**config.mk**
```make
export PLATFORM = sky130hd
export DESIGN_NAME = bus_arbiter
export DESIGN_NICKNAME = d
export VERILOG_FILES = /design/src/rtl/bus_arbiter_pkg.sv /design/src/rtl/bus_arbiter.sv
export SDC_FILE = /design/constraint.sdc
export NUM_CORES = 1
export LEC_CHECK = 0
export CAP_MARGIN = 10
export CELL_PAD_IN_SITES_DETAIL_PLACEMENT = 0
export CELL_PAD_IN_SITES_GLOBAL_PLACEMENT = 2
export CORE_ASPECT_RATIO = 0.9
export CORE_UTILIZATION = 26
export DETAILED_ROUTE_END_ITERATION = 16
export PLACE_DENSITY = 0.89
export SLEW_MARGIN = 10
export SYNTH_ARGS = -nofsm -noshare
export SYNTH_HDL_FRONTEND = slang
export SYNTH_SLANG_ARGS = --single-unit
```
**constraint.sdc**
```tcl
create_clock -name clk -period 3.7 [get_ports clk]
set_input_delay 0.74 -clock clk [delete_from_list [all_inputs] [get_ports clk]]
set_output_delay 0.74 -clock clk [all_outputs]
set_load 0.02 [all_outputs]
```
**src/rtl/bus_arbiter_pkg.sv**
```systemverilog
// Shared definitions for the instruction/data bus arbiter: FSM state
// encoding, owner tags, the latched request record and the stall bus width.
package bus_arbiter_pkg;

   // FSM state encoding (legacy-compatible constants)
   localparam logic [1:0] ST_IDLE = 2'd0;
   localparam logic [1:0] ST_ADDR = 2'd1;
   localparam logic [1:0] ST_DATA = 2'd2;

   // Width of the stall pattern bus driven by the pipeline stall controller
   localparam int STALL_W = 6;

   // Which pipeline stage owns the transaction currently on the bus
   typedef enum logic {
      OWN_INST = 1'b0,
      OWN_DATA = 1'b1
   } owner_t;

   // Request fields captured at grant time and replayed onto the bus
   typedef struct packed {
      logic [3:0]  wen;
      logic [31:0] addr;
      logic [31:0] wdata;
   } xfer_t;

   localparam xfer_t XFER_ZERO = '{wen: 4'h0, addr: 32'h0, wdata: 32'h0};

endpackage

```
**src/rtl/bus_arbiter.sv**
```systemverilog
// Two-master arbiter sharing one memory bus between the IF-stage fetch port
// and the MEM-stage load/store port. Data has fixed priority. Each
// transaction runs IDLE -> ADDR -> (DATA) -> IDLE, and the owner sees a
// registered one-cycle ok pulse with its read data.
//
//   state   | meaning
//   --------+-------------------------------------------------------------
//   IDLE    | no transaction; grant data first, then inst (not while ok high)
//   ADDR    | bus_req high with latched fields, waiting for bus_addr_ok
//   DATA    | address accepted, bus_req low, waiting for bus_data_ok
module bus_arbiter
   import bus_arbiter_pkg::*;
(
   input  logic        clk,
   input  logic        resetn,
   // fetch port
   input  logic        inst_req,
   input  logic [31:0] inst_addr,
   output logic        inst_ok,
   output logic [31:0] inst_rdata,
   // load/store port
   input  logic        data_req,
   input  logic [3:0]  data_wen,
   input  logic [31:0] data_addr,
   input  logic [31:0] data_wdata,
   output logic        data_ok,
   output logic [31:0] data_rdata,
   // shared memory bus
   output logic        bus_req,
   output logic [3:0]  bus_wen,
   output logic [31:0] bus_addr,
   output logic [31:0] bus_wdata,
   input  logic        bus_addr_ok,
   input  logic        bus_data_ok,
   input  logic [31:0] bus_rdata,
   // pipeline stall request
   output logic        stallreq_for_bus
);

   logic [1:0] state;
   logic [1:0] state_nxt;
   owner_t     owner;
   xfer_t      lat;
   logic       ok_busy;
   logic       grant_data;
   logic       grant_inst;
   logic       addr_done;
   logic       done;

   // An ok pulse still high means the owner has not yet dropped its request,
   // so granting now would replay the transaction that just finished.
   assign ok_busy    = inst_ok | data_ok;
   assign grant_data = (state == ST_IDLE) & ~ok_busy & data_req;
   assign grant_inst = (state == ST_IDLE) & ~ok_busy & ~data_req & inst_req;
   assign addr_done  = (state == ST_ADDR) & bus_addr_ok;
   // Completion: normal data phase, or zero-wait when both acks coincide
   assign done       = ((state == ST_ADDR) & bus_addr_ok & bus_data_ok) |
                       ((state == ST_DATA) & bus_data_ok);

   // Next-state decode
   always_comb begin
      state_nxt = state;
      case (state)
         ST_IDLE: if (grant_data | grant_inst) state_nxt = ST_ADDR;
         ST_ADDR: begin
            if (bus_addr_ok & bus_data_ok) state_nxt = ST_IDLE;
            else if (bus_addr_ok)          state_nxt = ST_DATA;
         end
         ST_DATA: if (bus_data_ok) state_nxt = ST_IDLE;
         default: state_nxt = ST_IDLE;
      endcase
   end

   // State register
   always_ff @(posedge clk or negedge resetn) begin
      if (!resetn) state <= ST_IDLE;
      else         state <= state_nxt;
   end

   // Capture owner and request fields at grant; inst fetches are reads
   always_ff @(posedge clk or negedge resetn) begin
      if (!resetn) begin
         owner <= OWN_INST;
         lat   <= XFER_ZERO;
      end else if (grant_data) begin
         owner     <= OWN_DATA;
         lat.wen   <= data_wen;
         lat.addr  <= data_addr;
         lat.wdata <= data_wdata;
      end else if (grant_inst) begin
         owner     <= OWN_INST;
         lat.wen   <= 4'h0;
         lat.addr  <= inst_addr;
         lat.wdata <= 32'h0;
      end
   end

   // Bus request: raised with the grant, dropped once the address is taken
   always_ff @(posedge clk or negedge resetn) begin
      if (!resetn)                        bus_req <= 1'b0;
      else if (grant_data | grant_inst)   bus_req <= 1'b1;
      else if (addr_done)                 bus_req <= 1'b0;
   end

   // Completion: steer read data to the owner and pulse its ok for one cycle
   always_ff @(posedge clk or negedge resetn) begin
      if (!resetn) begin
         inst_ok    <= 1'b0;
         data_ok    <= 1'b0;
         inst_rdata <= 32'h0;
         data_rdata <= 32'h0;
      end else begin
         inst_ok <= done & (owner == OWN_INST);
         data_ok <= done & (owner == OWN_DATA);
         if (done & (owner == OWN_INST)) inst_rdata <= bus_rdata;
         if (done & (owner == OWN_DATA)) data_rdata <= bus_rdata;
      end
   end

   assign bus_wen   = lat.wen;
   assign bus_addr  = lat.addr;
   assign bus_wdata = lat.wdata;

   // Combinational so the pipeline freezes in the same cycle a request appears
   assign stallreq_for_bus = (inst_req & ~inst_ok) | (data_req & ~data_ok);

endmodule

```
==> results.json, run 1 <==
{
  "outcome": "completed",
  "yosys.area_share.xor_xnor_pct": 0,
  "number_of_synthesized_flops_with_an_enable_pin": 0,
  "cts_post_setup_buffers_inserted": 0,
  "grt_start_max_net_pins": 84,
  "critical_path_buf_inv_count": 3,
  "mean_syn_cell_area_um2": 13.1,
  "worst_skew_pair.late_latency_ns": 0.42,
  "tritoncts_num_sinks": 138,
  "total_leakage_power_nw": 3.77,
  "worstPathMaxFanout": 4,
  "syn2layout_area_growth_pct": 65.7,
  "cts-resized-gates": 0,
  "postCtsHoldBufs": 0,
  "mappedNetlistNets": 560,
  "final_common_cell": "clkdlybuf4s50_1",
  "synth_sequential_area_ratio_pct": 62.6,
  "critical-path-max-stage-delay_ns": 0.68,
  "ys_top_cells_by_area": "dfrtp_1, mux2_2, nand3_1",
  "synth.cell_area_mm2": 0.00551,
  "critical-path-top-delay-family": "buffers and inverters",
  "drive_gt1_share_pct": 16.0,
  "worst_path_most_repeated_cell": "clkdlybuf4s50_1",
  "wl_per_cell_um": 17.4,
  "maxCapViolCount": 0,
  "dr_total_vias": 4670,
  "fin_area_mm2": 0.00913,
  "grt_overflow": 0,
  "final_antenna_net_count": 0,
  "die_area_mm2": 0.0218,
  "detailedPlacementHpwl_um": 12100,
  "dp_slack_ns": 0.614,
  "postSynthCellCount": 422,
  "irDropWorstVdd_mv": 0.440,
  "cp.arrival_ns": 2.23,
  "final_critical_period_ns": 2.97,
  "top_level_ports": 274,
  "timing.critical_path.cells": "clkdlybuf4s50_1 > inv_1 > o22ai_1 > clkdlybuf4s50_1",
  "placement_rows": 50,
  "hp-class": "primary input to asynchronous set/reset pin",
  "ys_types": 23,
  "start_kind": "primary input",
  "io_buffer_count": 273,
  "commonest_cells_after_routing_fill_and_taps_aside": "clkdlybuf4s50_1, dfrtp_1, mux2_2, nand3_1, a22o_1",
  "clock_tree.buffer_depth": 2,
  "synth.top_cell.area_share_pct": 62.6,
  "reg2reg_depth": 4,
  "rsz_0062_raised_after_global_routing": "false",
  "setup_viol": 0,
  "cts_tree": "yes",
  "dpl-instance-area_mm2": 0.00855,
  "post_synthesis_compound_gate_area_fraction_pct": 11.7,
  "tns_ns": 0,
  "routed_wirelength_um": 17200,
  "power_density_mw_per_mm2": 917,
  "worst_pin_slew_ns": 0.787,
  "numCtsBuffers": 17,
  "grt_pass1_vias": 4998,
  "viasPerCell": 4.73,
  "diodes": 0,
  "grtUsageTotal_pct": 16.0,
  "start_util_pct": 26.5,
  "gpl.final_weighted_congestion": 0.746,
  "utilization_pct": 44.0,
  "synthDominantAreaCellType": "dfrtp_1",
  "cell_with_the_biggest_individual_delay_on_the_critical_path": "clkdlybuf4s50_1",
  "layout.nets": 827,
  "grt_pass1_wl_um": 26800,
  "drt_iter0_drc": 156,
  "ys_seq_elements": 138,
  "layout_worst_path_cycle_share_pct": 80.2,
  "post-route-drc-count": 0,
  "crit_type": "primary input to primary output",
  "grt_antenna_before_repair": 0,
  "critical_path.endpoint_type": "primary output",
  "clock-skew-final_ns": 0.00790,
  "maxSlewHeadroom_pct": 47.4,
  "fmax_mhz": 337,
  "synth_top_flop_cell": "dfrtp_1",
  "cts-root-buf": "clkbuf_16",
  "design.core.area_mm2": 0.0208,
  "post_synth_mux_area_share_pct": 13.1,
  "cts.reportedPaths.clkPinSlew_ns": 0.07,
  "dominant_combinational_cell_family_by_area_after_synthesis": "multiplexers",
  "dieHeight_um": 140,
  "timing.final.hold_violations": 0,
  "post_synth_fa_ha_maj_area_fraction_pct": 0,
  "timing.critical_path.required_ns": 2.96,
  "number_of_levels_in_the_clock_h_tree": 4,
  "totalPowerFinal_mw": 8.38,
  "finalMaxSlewViolations": 0,
  "die_width_um": 155,
  "worst_slack_ns": 0.731,
  "synth_simple_gate_area_share_pct": 9.46,
  "yosysWarnings": 0,
  "crit_cells": 4,
  "synth-async-reset-ratio_pct": 100,
  "dr.pass1.iters": 4
}
[final cells by class]
cell class	instances	area, um^2
Inverter	2	7.51
Sequential cell	138	3450
Fill cell	1937	11600
Tap cell	286	358
Multi-Input combinational cell	248	1920
Clock buffer	19	443
Clock inverter	13	135
Timing Repair Buffer	282	2810
[power by group]
| part | internal [mW] | switching, mW | total, mW |
|---|---|---|---|
| Clock | 0.962 | 0.698 | 1.66 |
| Combinational | 1.98 | 2.03 | 4.01 |
| Sequential | 2.24 | 0.463 | 2.70 |
[metrics by stage]
step                hold slack [ns]  cells
floorplan                     0.444    422
global placement              0.468    956
detailed placement            0.477    956
CTS                           0.385    988
global route                  0.411    988
finish                        0.372    988
[final timing paths]
check                                      from  slack [ns]                        end
max in group asynchronous                resetn        2.50  inst_rdata[8]$_DFFE_PN0P_
setup / recovery                       inst_req        0.73           stallreq_for_bus
min in group clk            bus_req$_DFFE_PN0P_        0.49        bus_req$_DFFE_PN0P_
hold reg to reg             bus_req$_DFFE_PN0P_        0.49        bus_req$_DFFE_PN0P_
setup reg to reg           state[0]$_DFFE_PN0P_        1.72     bus_wen[0]$_DFFE_PN0P_
hold / removal                           resetn        0.37  inst_rdata[0]$_DFFE_PN0P_
[sequential cells by signal, summed over array words and instances, names as in the netlist]
register / cells
bus_wen: 4
data_rdata: 32
state: 2
owner: 1
bus_req: 1
inst_rdata: 32
data_ok: 1
inst_ok: 1
bus_addr: 32
bus_wdata: 32
[Yosys cell counts, types with 2 or more instances]
cell	count
buf_1	3
inv_1	2
a32oi_1	32
o21ai_0	3
buf_2	12
nand2b_1	3
mux2_2	64
nand3_1	64
dfrtp_1	138
nand2_1	35
buf_6	3
a22o_1	36
clkbuf_1	16
a21oi_2	2
[per-layer routing]
layer,wire (um),GRT usage [%]
met5,0,0
met4,158,4.90
met3,2050,7.92
met2,8220,26.6
met1,6730,18.0
[kinds of logic after synthesis]
family                 Yosys count
AOI/OAI and AO/OA               76
buffers and inverters           36
DFF                            138
muxes                           64
and+or+nand+nor                108
(Power assumes the default switching activity.)
==> inputs of run 2 (changes only) <==
Settings changed: CORE_UTILIZATION 26 to 25, PLACE_DENSITY 0.89 to 0.86.
Clock period 3.7 ns to 2.8 ns, I/O delays scaled along.
==> run 2 against run 1 <==
Cell count grew 0.81%; final area increased by 0.11%; register-to-register slack lost 0.72 ns; sequential power grew 32%; hold slack worse by 0.26 ns; non-clock buffer count is 1 higher; via count shrank 0.21%; clock power up 23%; utilization is 1.7 points lower; sequential share of layout area about the same.
==> results.json, run 2 (synthesized netlist as in run 1, its figures left out) <==
{
  "outcome": "completed",
  "fillerInstances": 1987,
  "met2RoutedLength_um": 8360,
  "worst_path_most_repeated_cell": "clkdlybuf4s50_1",
  "viasPerCell": 4.68,
  "cts_tree": "yes",
  "timing.critical_path.required_ns": 2.24,
  "whs_ns": 0.112,
  "io_buffer_count": 273,
  "drive_gt1_share_pct": 15.9,
  "power_density_mw_per_mm2": 1190,
  "met3WireLength_um": 1670,
  "maxCapViolCount": 0,
  "finalMaxSlewViolations": 0,
  "timing.final.hold_violations": 0,
  "grtUsageTotal_pct": 15.0,
  "top_level_ports": 274,
  "total_leakage_power_nw": 3.75,
  "maxUsedRoutingLayer": "met4",
  "dpl-instance-area_mm2": 0.00860,
  "number_of_levels_in_the_clock_h_tree": 4,
  "power.clock.fraction_pct": 18.7,
  "dr.pass1.iters": 4,
  "timing.critical_path.cells": "clkdlybuf4s50_1 > inv_1 > o22ai_1 > clkdlybuf4s50_1",
  "crit_type": "primary input to primary output",
  "worst_pin_slew_ns": 0.753,
  "layout.nets": 828,
  "dr_total_vias": 4660,
  "p_sw_mw": 4.17,
  "final_critical_period_ns": 2.56,
  "critical_path.reg2reg.startpoint": "state[0]$_DFFE_PN0P_",
  "worst_skew_pair.late_latency_ns": 0.41,
  "layout_worst_path_cycle_share_pct": 91.4,
  "cell_with_the_biggest_individual_delay_on_the_critical_path": "clkdlybuf4s50_1",
  "critical_path.endpoint_type": "primary output",
  "rsz_0062_raised_after_global_routing": "false",
  "irDropWorstVdd_mv": 0.655,
  "wl_per_cell_um": 17.5,
  "design.core.area_mm2": 0.0216,
  "maxSlewHeadroom_pct": 49.7,
  "placement_rows": 51,
  "tritoncts_num_sinks": 138,
  "die_area_mm2": 0.0227,
  "p_sw_share_pct": 38.2,
  "cts_post_setup_buffers_inserted": 0,
  "clock-skew-final_ns": 0.0115,
  "comb_power_share_pct": 48.5,
  "numCtsBuffers": 17,
  "seq_power_share_pct": 32.8,
  "cts-resized-gates": 0,
  "clock_tree.buffer_depth": 2,
  "routedLengthMet1_um": 7010,
  "grt_overflow": 0,
  "worstPathMaxFanout": 3,
  "grt_pass1_vias": 4867,
  "grt_start_max_net_pins": 57,
  "fin_area_mm2": 0.00914,
  "fmax_mhz": 391,
  "final_antenna_net_count": 0,
  "power_report.internal_total_mw": 6.73,
  "post-route-drc-count": 0,
  "postCtsHoldBufs": 0,
  "critical-path-max-stage-delay_ns": 0.66,
  "syn2layout_area_growth_pct": 65.8,
  "cts-root-buf": "clkbuf_16",
  "grt_pass1_wl_um": 26100,
  "setup_viol": 0,
  "commonest_cells_after_routing_fill_and_taps_aside": "clkdlybuf4s50_1, dfrtp_1, mux2_2, nand3_1, a22o_1",
  "tns_ns": 0,
  "start_util_pct": 25.5,
  "detailedPlacementHpwl_um": 12100,
  "start_kind": "primary input",
  "die_width_um": 159,
  "cts.reportedPaths.clkPinSlew_ns": 0.06,
  "hp-class": "primary input to asynchronous set/reset pin",
  "routed_wirelength_um": 17400,
  "final_common_cell": "clkdlybuf4s50_1",
  "grt_antenna_before_repair": 2,
  "drt_iter0_drc": 226,
  "cp.arrival_ns": 2.00,
  "setup.worst_path.start": "data_req",
  "gpl.final_weighted_congestion": 0.766,
  "dieHeight_um": 143
}
[run 2: metrics by stage]
step           setup slack (ns)  utilization [%]  cells  total power [mW]
4_1_cts                   0.231             42.2    994              11.0
3_5_place_dp             0.0240             39.8    962              8.92
5_1_grt                   0.158             42.3    995              11.5
2_1_floorplan             0.925                -    422              6.26
6_report                  0.241             42.3    996              10.9
3_3_place_gp             0.0830             39.8    962              8.79
[run 2: worst paths after layout]
kind | endpoint | slack [ns] | depth (start not counted)
min reg2reg | bus_req$_DFFE_PN0P_ | 0.49 | 2
max in group asynchronous | inst_rdata[16]$_DFFE_PN0P_ | 2.01 | 2
max | stallreq_for_bus | 0.24 | 4
max reg2reg | bus_wdata[24]$_DFFE_PN0P_ | 1.00 | 3
min in group clk | bus_req$_DFFE_PN0P_ | 0.49 | 2
min | bus_addr[12]$_DFFE_PN0P_ | 0.11 | 1
[run 2: power groups by stage]
stage / Sequential, mW / Combinational (mW) / Clock (mW)
final: 3.57 / 5.28 / 2.04
after global routing: 3.71 / 5.63 / 2.20
after CTS: 3.58 / 5.34 / 2.12
after detailed placement: 3.59 / 5.33 / 0
after global placement: 3.55 / 5.24 / 0
after floorplan: 4.65 / 1.61 / 0
[run 2: routing by layer]
| layer | vias up | track usage (%) |
|---|---|---|
| met2 | 216 | 25.0 |
| met5 | - | 0 |
| met1 | 2306 | 17.4 |
| li1 | 2114 | - |
| met4 | 0 | 5.36 |
| met3 | 24 | 5.95 |
[run 2: final cells by class]
cell class,instances,area [um^2],area share (%)
Clock buffer,19,433,4.74
Clock inverter,13,93.8,1.03
Tap cell,291,364,3.98
Antenna cell,2,5.00,0.0547
Sequential cell,138,3450,37.8
Multi-Input combinational cell,248,1930,21.1
Inverter,2,7.51,0.0821
Timing Repair Buffer,283,2860,31.3
[run 2: critical path, delay by kind of cell]
kind,cells,cell delay [ns]
compound gates,1,0.14
buf+inv,3,1.29
